[src/rtl/sm_arith_select_if.sv]
// Bundle of button, operand and display signals between the debouncer side
// and the sign-magnitude arithmetic/display selector.
interface sm_arith_select_if #(
  parameter int W = 8
);
  logic [3:0]   btn;
  logic [W-1:0] a;
  logic [W-1:0] b;
  logic [W-1:0] mag;
  logic         sign;
  logic [1:0]   sel;
  logic         op_sub;
  logic         ovf;
  logic         blank;

  // Stimulus side: drives buttons and operands, observes the display.
  modport master (
    output btn, a, b,
    input  mag, sign, sel, op_sub, ovf, blank
  );

  // The arithmetic/select block itself.
  modport slave (
    input  btn, a, b,
    output mag, sign, sel, op_sub, ovf, blank
  );
endinterface

[src/rtl/sm_arith_select.sv]
// Sign-magnitude add/subtract unit with button-driven display selection.
// Buttons pick which value (A, B or the registered result) is presented on
// mag/sign; btn[3] toggles add/sub. An overflowed result shown on the display
// is signalled by a blinking blank strobe.
module sm_arith_select #(
  parameter int W         = 8,
  parameter int BLINK_DIV = 25_000_000
) (
  input logic              clk,
  input logic              reset,
  sm_arith_select_if.slave bus
);

  localparam int CW = (BLINK_DIV > 1) ? $clog2(BLINK_DIV) : 1;
  localparam logic [CW-1:0] CNT_LAST = CW'(BLINK_DIV - 1);

  typedef enum logic [1:0] {
    SHOW_A   = 2'b00,
    SHOW_B   = 2'b01,
    SHOW_RES = 2'b10
  } state_t;

  state_t       state_reg;
  logic         op_sub_reg;
  logic [3:0]   btn_q_reg;
  logic [3:0]   rise_reg;

  logic [W-2:0] res_mag_reg;
  logic         res_sign_reg;
  logic         ovf_reg;

  logic [W-1:0] mag_reg;
  logic         sign_reg;

  logic [CW-1:0] cnt_reg;
  logic          blank_reg;

  // Combinational arithmetic
  logic [W-2:0] ma;
  logic [W-2:0] mb;
  logic         sa;
  logic         sb_eff;
  logic [W-1:0] sum;
  logic [W-2:0] res_mag_next;
  logic         res_sign_next;
  logic         res_ovf_next;

  assign ma     = bus.a[W-2:0];
  assign mb     = bus.b[W-2:0];
  assign sa     = bus.a[W-1];
  assign sb_eff = bus.b[W-1] ^ op_sub_reg;
  assign sum    = {1'b0, ma} + {1'b0, mb};

  // Register the button levels and the rises they produce, so a rise is acted
  // on one edge after it is detected.
  always_ff @(posedge clk or negedge reset) begin
    if (!reset) begin
      btn_q_reg <= '0;
      rise_reg  <= '0;
    end else begin
      btn_q_reg <= bus.btn;
      rise_reg  <= bus.btn & ~btn_q_reg;
    end
  end

  // Selection FSM and add/sub mode; result has priority over B over A.
  always_ff @(posedge clk or negedge reset) begin
    if (!reset) begin
      state_reg  <= SHOW_A;
      op_sub_reg <= 1'b0;
    end else begin
      if (rise_reg[2]) begin
        state_reg <= SHOW_RES;
      end else if (rise_reg[1]) begin
        state_reg <= SHOW_B;
      end else if (rise_reg[0]) begin
        state_reg <= SHOW_A;
      end
      if (rise_reg[3]) begin
        op_sub_reg <= ~op_sub_reg;
      end
    end
  end

  // Sign-magnitude add/subtract; zero magnitude always reported as positive.
  always_comb begin
    res_mag_next  = '0;
    res_sign_next = 1'b0;
    res_ovf_next  = 1'b0;
    if (sa == sb_eff) begin
      res_mag_next  = sum[W-2:0];
      res_ovf_next  = sum[W-1];
      res_sign_next = sa;
    end else if (ma >= mb) begin
      res_mag_next  = ma - mb;
      res_sign_next = sa;
    end else begin
      res_mag_next  = mb - ma;
      res_sign_next = sb_eff;
    end
    if (res_mag_next == '0) begin
      res_sign_next = 1'b0;
    end
  end

  // Capture the arithmetic result and its overflow flag every cycle.
  always_ff @(posedge clk or negedge reset) begin
    if (!reset) begin
      res_mag_reg  <= '0;
      res_sign_reg <= 1'b0;
      ovf_reg      <= 1'b0;
    end else begin
      res_mag_reg  <= res_mag_next;
      res_sign_reg <= res_sign_next;
      ovf_reg      <= res_ovf_next;
    end
  end

  // Display register: raw operand or the registered result, per selection.
  always_ff @(posedge clk or negedge reset) begin
    if (!reset) begin
      mag_reg  <= '0;
      sign_reg <= 1'b0;
    end else begin
      case (state_reg)
        SHOW_A: begin
          mag_reg  <= {1'b0, bus.a[W-2:0]};
          sign_reg <= bus.a[W-1];
        end
        SHOW_B: begin
          mag_reg  <= {1'b0, bus.b[W-2:0]};
          sign_reg <= bus.b[W-1];
        end
        default: begin
          mag_reg  <= {1'b0, res_mag_reg};
          sign_reg <= res_sign_reg;
        end
      endcase
    end
  end

  // Blink strobe runs only while an overflowed result is on display.
  always_ff @(posedge clk or negedge reset) begin
    if (!reset) begin
      cnt_reg   <= '0;
      blank_reg <= 1'b0;
    end else if (state_reg == SHOW_RES && ovf_reg) begin
      if (cnt_reg == CNT_LAST) begin
        cnt_reg   <= '0;
        blank_reg <= ~blank_reg;
      end else begin
        cnt_reg <= cnt_reg + 1'b1;
      end
    end else begin
      cnt_reg   <= '0;
      blank_reg <= 1'b0;
    end
  end

  assign bus.mag    = mag_reg;
  assign bus.sign   = sign_reg;
  assign bus.sel    = state_reg;
  assign bus.op_sub = op_sub_reg;
  assign bus.ovf    = ovf_reg;
  assign bus.blank  = blank_reg;

endmodule

[src/flat_wrapper.sv]
// flat-port wrapper written by rule: the top's interface ports become plain ports
module sm_arith_select_flat 
#(
  parameter int W         = 8,
  parameter int BLINK_DIV = 25_000_000
)
  (clk, reset, bus_btn, bus_a, bus_b, bus_mag, bus_sign, bus_sel, bus_op_sub, bus_ovf, bus_blank);
  sm_arith_select_if #(.W(W)) bus_i ();
  input logic clk;
  input logic reset;
  input wire logic [$bits(bus_i.btn)-1:0] bus_btn;
  input wire logic [$bits(bus_i.a)-1:0] bus_a;
  input wire logic [$bits(bus_i.b)-1:0] bus_b;
  output wire logic [$bits(bus_i.mag)-1:0] bus_mag;
  output wire logic [$bits(bus_i.sign)-1:0] bus_sign;
  output wire logic [$bits(bus_i.sel)-1:0] bus_sel;
  output wire logic [$bits(bus_i.op_sub)-1:0] bus_op_sub;
  output wire logic [$bits(bus_i.ovf)-1:0] bus_ovf;
  output wire logic [$bits(bus_i.blank)-1:0] bus_blank;
  assign bus_i.btn = bus_btn;
  assign bus_i.a = bus_a;
  assign bus_i.b = bus_b;
  assign bus_mag = bus_i.mag;
  assign bus_sign = bus_i.sign;
  assign bus_sel = bus_i.sel;
  assign bus_op_sub = bus_i.op_sub;
  assign bus_ovf = bus_i.ovf;
  assign bus_blank = bus_i.blank;
  sm_arith_select #(.W(W), .BLINK_DIV(BLINK_DIV)) u_core (.clk(clk), .reset(reset), .bus(bus_i));
endmodule
[config.mk]
export PLATFORM = sky130hd
export DESIGN_NAME = sm_arith_select_flat
export DESIGN_NICKNAME = d
export VERILOG_FILES = /design/src/rtl/sm_arith_select_if.sv /design/src/rtl/sm_arith_select.sv /design/src/flat_wrapper.sv
export SDC_FILE = /design/constraint.sdc
export NUM_CORES = 1
export LEC_CHECK = 0
export CAP_MARGIN = 10
export CELL_PAD_IN_SITES_DETAIL_PLACEMENT = 1
export CELL_PAD_IN_SITES_GLOBAL_PLACEMENT = 2
export CORE_MARGIN = 4
export CORE_UTILIZATION = 38
export DETAILED_ROUTE_END_ITERATION = 16
export PLACE_DENSITY_LB_ADDON = 0.1
export SLEW_MARGIN = 15
export SYNTH_ARGS = -nofsm -noshare
export SYNTH_HDL_FRONTEND = slang
export SYNTH_SLANG_ARGS = --single-unit
export TNS_END_PERCENT = 30
[constraint.sdc]
create_clock -name clk -period 3.8 [get_ports clk]
set_input_delay 0.76 -clock clk [delete_from_list [all_inputs] [get_ports clk]]
set_output_delay 0.76 -clock clk [all_outputs]
set_load 0.01 [all_outputs]
After elaboration in Yosys (flattened, before gate mapping)
Index checks and enable logic that the tools add are counted.
{"block": "word_totals", "input_bits": 22, "register_bits": 55}
{"block": "classes", "eq_ne": 5, "addsub": 4, "order_cmp": 1, "n_mux": 15, "n_reduce_logical": 4, "bitwise": 5}
{"operator": "25-bit 2-to-1 mux", "n": 2}
{"operator": "25-bit by 1-bit adder with 25-bit output, second input constant", "n": 1}
{"operator": "25-bit == test, second input constant", "n": 1}
{"operator": "7-bit 2-to-1 mux", "n": 2}
{"operator": "7-bit one-hot mux with 2 select lines", "n": 1}
{"operator": "7-bit subtractor", "n": 2}
{"operator": "7-bit by 7-bit adder with 8-bit output", "n": 1}
{"operator": "7-bit >= comparator", "n": 1}
{"operator": "7-bit logical NOT", "n": 1}
{"operator": "1-bit 2-to-1 mux", "n": 6}
{"operator": "2-bit 2-to-1 mux", "n": 3}
{"operator": "4-bit AND", "n": 1}
{"operator": "4-bit NOT", "n": 1}
{"operator": "3-bit nonzero test", "n": 1}
{"operator": "2-bit by 1-bit == test with 1-bit output, second input constant", "n": 1}
{"operator": "2-bit == test, second input constant", "n": 1}
{"operator": "2-bit logical NOT", "n": 1}
{"operator": "2-bit != test, second input constant", "n": 1}
{"operator": "1-bit NOT", "n": 2}
{"operator": "1-bit one-hot mux with 2 select lines", "n": 1}
{"operator": "1-bit == test", "n": 1}
{"operator": "1-bit logical AND", "n": 1}
{"operator": "1-bit bitwise XOR", "n": 1}

Longest topological paths before layout
{"block": "logic_depth", "depth_word": 5, "depth_mapped": 12}

Worst setup path before layout
No wires, ideal clock.
{"block": "synth_timing", "path_type": "input -> register", "startpoint": "input bus_b[2]", "endpoint": "register u_core.res_sign_reg", "t_arrival_ns": 2.848, "stages": 12, "t_required_ns": 3.671, "path_slack_ns": 0.823, "setup_time_ns": 0.129, "cell_sequence": "inv_1 > ha_1 > buf_6 > a21oi_4 > nand3_1 > a21oi_2 > buf_6 > a21oi_1 > a22oi_1 > xnor2_1 > or4_1 > o41a_1"}
{"block": "synth_between", "elab_chain_cells": 5}
{"element": "from (decl)", "line_no": "flat_wrapper.sv:13", "rtl": "input wire logic [$bits(bus_i.b)-1:0] bus_b;"}
{"element": "7-bit subtractor, or another cell as far along", "line_no": "sm_arith_select.sv:98", "rtl": "res_mag_next = mb - ma;"}
{"element": "7-bit 2-to-1 mux", "line_no": "sm_arith_select.sv:94", "rtl": "end else if (ma >= mb) begin"}
{"element": "7-bit 2-to-1 mux *", "line_no": "sm_arith_select.sv:90", "rtl": "if (sa == sb_eff) begin"}
{"element": "named net u_core.res_mag_next[2]", "line_no": "sm_arith_select.sv:44", "rtl": "logic [W-2:0] res_mag_next;"}
{"element": "7-bit logical NOT *", "line_no": "sm_arith_select.sv:101", "rtl": "if (res_mag_next == '0) begin"}
{"element": "1-bit 2-to-1 mux *", "line_no": "sm_arith_select.sv:101"}
{"element": "named net u_core.res_sign_next", "line_no": "sm_arith_select.sv:45", "rtl": "logic res_sign_next;"}
{"element": "to (signal assigned)", "line_no": "sm_arith_select.sv:114", "rtl": "res_sign_reg <= res_sign_next;"}
{"element": "to (decl)", "line_no": "sm_arith_select.sv:29", "rtl": "logic res_sign_reg;"}
The timed path passes the listed nets; every way through them passes the cells marked *.
A chain may end at the register's enable or synchronous reset.

Worst setup path after layout
{"block": "layout_timing", "startpoint": "input bus_b[4]", "endpoint": "register u_core.res_sign_reg"}
{"block": "layout_between", "elab_chain_cells": 5}
{"element": "7-bit >= comparator", "line_no": "sm_arith_select.sv:94"}
{"element": "7-bit 2-to-1 mux", "line_no": "sm_arith_select.sv:94"}
{"element": "7-bit 2-to-1 mux", "line_no": "sm_arith_select.sv:90"}
{"element": "named net u_core.res_mag_next[2]", "line_no": "sm_arith_select.sv:44"}
{"element": "7-bit logical NOT", "line_no": "sm_arith_select.sv:101"}
{"element": "1-bit 2-to-1 mux", "line_no": "sm_arith_select.sv:101"}
{"element": "named net u_core.res_sign_next", "line_no": "sm_arith_select.sv:45"}
The timed path passes the listed nets, and every way through them passes these cells.

==> results.toml <==
[run_status]
status = "finished clean"

[synthesis]
synth-xor-area-share_pct = 9.37
netlist_area_um2 = 3090
syn_nets = 359
syn_area_per_cell_um2 = 9.89
yosysSeqAreaShare_pct = 43.8
synth.yosys.warnings = 0
synth_cell_types = 48
synthCells = 312
synthAdderAreaFrac_pct = 10.9
synth-edff-count = 0
muxShareOfSynthArea_pct = 4.26
async_flop_share_pct = 100
yosys_most_used_dff = "dfrtp_1"
ys_ff_latch = 54
synth-simple-area-share_pct = 15.7
synth_top_family_by_area = "simple AND/OR/NAND/NOR gates"
synth_compound_area_share_pct = 11.0

[run]
max_cap_violations = 0

[power]
internal_power_mw = 1.08
p_sw_uw = 457
p_per_area_nw_per_um2 = 420
power_leakage_nw = 1.62
power_mw = 1.54
combPwrFrac_pct = 30.0
p_seq_share_pct = 44.7
ir_drop_v = 0.000132
p_sw_share_pct = 29.7
p_clk_share_pct = 25.3

[final_layout]
area_growth_pct = 18.9
diodes = 0
register_area_um2 = 1350
stdcell_area_um2 = 3670
nets = 398
most-common-layout-cells = "dfrtp_1, nor2_1, clkdlybuf4s50_1"
drive_gt1_share_pct = 7.98
fill_cells = 909
multi_input_area_um2 = 1580
largest_reg_flops = 25
final_common_cell = "dfrtp_1"
utilization_pct = 47.0

[clocking]
clock_path_buffers = 2
cts_hold_buffers = 0
cts_tree = "yes"
cts_resized = 0
cts_setup_buffers = 0
cts_sinks = 54
path_clk_slew_ns = 0.09
clk_latency_ns = 0.30
numCtsBuffers = 5
cts-root-buf = "clkbuf_8"
htreeDepth = 2

[routing]
num_vias = 2259
via_per_inst = 4.99
ant_nets = 0
routed_wl_mm = 6.83
dr.first_iter.drc_count = 44
wire_per_inst_um = 15.1
first_pass_iters = 4
drc = 0

[placement]
place_ws_ns = 0.0720
hpwlAfterDp_mm = 5.23
dpl_cell_area_um2 = 3560
io_buffers = 34
place_congestion = 0.810

[setup_path]
cp_max_fo = 7
worstSetupPathType = "in -> reg"
r2r_slack_ns = 1.33
cp.arrival_ns = 3.60
cp.required_ns = 3.99
cp-start-kind = "primary input"
crit_top_cell = "a21oi_1"
crit_path_cell_trace = "clkdlybuf4s50_1 -> inv_1 -> ha_1 -> a21oi_1 -> o21ai_2 -> a21oi_2 -> a21oi_1 -> a22oi_1 -> xnor2_1 -> or4_1 -> o41a_1"
slowest_stage = "clkdlybuf4s50_1"
endpoint_kind = "flip-flop"
slowest_delay_ns = 0.52

[global_route]
grt_first_pass_wirelength_mm = 11.8
track_usage_pct = 15.0
antenna_found_initial = 0
overflow = 0
grt_max_degree = 44
grt_pass1_vias = 2493

[floorplan]
start_util_pct = 39.5
die_x_um = 98.1
core_area_um2 = 7810
row_count = 32
dieArea_um2 = 9630
die_h_um = 98.1
ioPinCount = 36

[timing]
fin_skew_ns = 0.00417
finalCritPeriodShare_pct = 89.7
setup_ws_ns = 0.390
worst_slew_pin_slew_ns = 0.931
setup_tns_ns = 0
rsz0062_at_grt = "false"
timing.fmax_mhz = 293
maxSlewViolCount = 0
period_needed_ns = 3.41
final-setup-viol-count = 0
hold_viol = 0
slew-limit-headroom_pct = 37.9

[min_path]
worstHoldPathType = "reg -> reg"
-- layer usage --
metal  global-route usage, %  wire, um  share of wire [%]  up-vias
li1                        -         -                  -     1116
met1                    18.0      2980                 44     1112
met2                    27.9      3640                 53       23
met3                    1.71       119                1.7        8
met4                    4.69        94                1.4        0
met5                       0         0                  0        -
-- area by class of cell --
| class | instances | share of cell area [%] |
|---|---|---|
| Multi-Input combinational cell | 223 | 43.2 |
| Sequential cell | 54 | 36.8 |
| Timing Repair Buffer | 43 | 11.0 |
| Tap cell | 102 | 3.48 |
| Inverter | 24 | 2.46 |
| Clock buffer | 6 | 2.25 |
| Clock inverter | 1 | 0.819 |
-- power by group through the flow --
stage / sequential (mW) / clock, mW / combinational (mW)
2_1_floorplan: 0.706 / 0 / 0.269
3_3_place_gp: 0.703 / 0 / 0.463
3_5_place_dp: 0.703 / 0 / 0.468
4_1_cts: 0.692 / 0.404 / 0.469
5_1_grt: 0.697 / 0.426 / 0.515
6_report: 0.689 / 0.389 / 0.462
-- worst max-delay path: cells and delay by family --
family | cells | cell delay, ns
compound gates | 6 | 1.24
xor+xnor | 1 | 0.10
fa+ha+maj | 1 | 0.38
buf+inv | 2 | 0.58
simple gates | 1 | 0.52
-- synth_stat cells, drive strengths merged (4+ instances only) --
| library cell | instances | share of area, % |
|---|---|---|
| a21oi | 19 | 3.6 |
| and3 | 6 | 1.2 |
| clkbuf | 8 | 0.97 |
| dfrtp | 54 | 44 |
| ha | 22 | 8.9 |
| inv | 24 | 2.9 |
| mux2i | 12 | 3.9 |
| nand2 | 22 | 2.7 |
| nand3 | 13 | 2.1 |
| nor2 | 34 | 4.1 |
| nor2b | 6 | 1.2 |
| o21ai | 17 | 2.9 |
| or3 | 4 | 0.81 |
| xnor2 | 11 | 3.1 |
| xor2 | 19 | 6.2 |
-- worst paths after layout --
kind	startpoint	endpoint	depth (start not counted)
setup reg to reg	u_core.bus.op_sub	u_core.res_sign_reg	7
min in group asynchronous	reset	u_core.btn_q_reg[0]	1
hold reg to reg	u_core.btn_q_reg[3]	u_core.rise_reg[3]	1
hold / removal	u_core.btn_q_reg[3]	u_core.rise_reg[3]	1
max in group asynchronous	reset	u_core.res_mag_reg[5]	2
setup / recovery	bus_b[4]	u_core.res_sign_reg	11
-- per-stage QoR --
stage               instances  hold WS [ns]
floorplan                 312         0.378
global placement          446         0.384
detailed placement        446         0.390
CTS                       453         0.405
global route              453         0.411
finish                    453         0.403
-- kinds of logic after synthesis --
group           count (synthesis)
simple gates                  102
flops                          54
compound gates                 52
buf+inv                        35
xor+xnor                       30
fa+ha+maj                      25
mux                            13
other cells                     1
(Power assumes the default switching activity.)
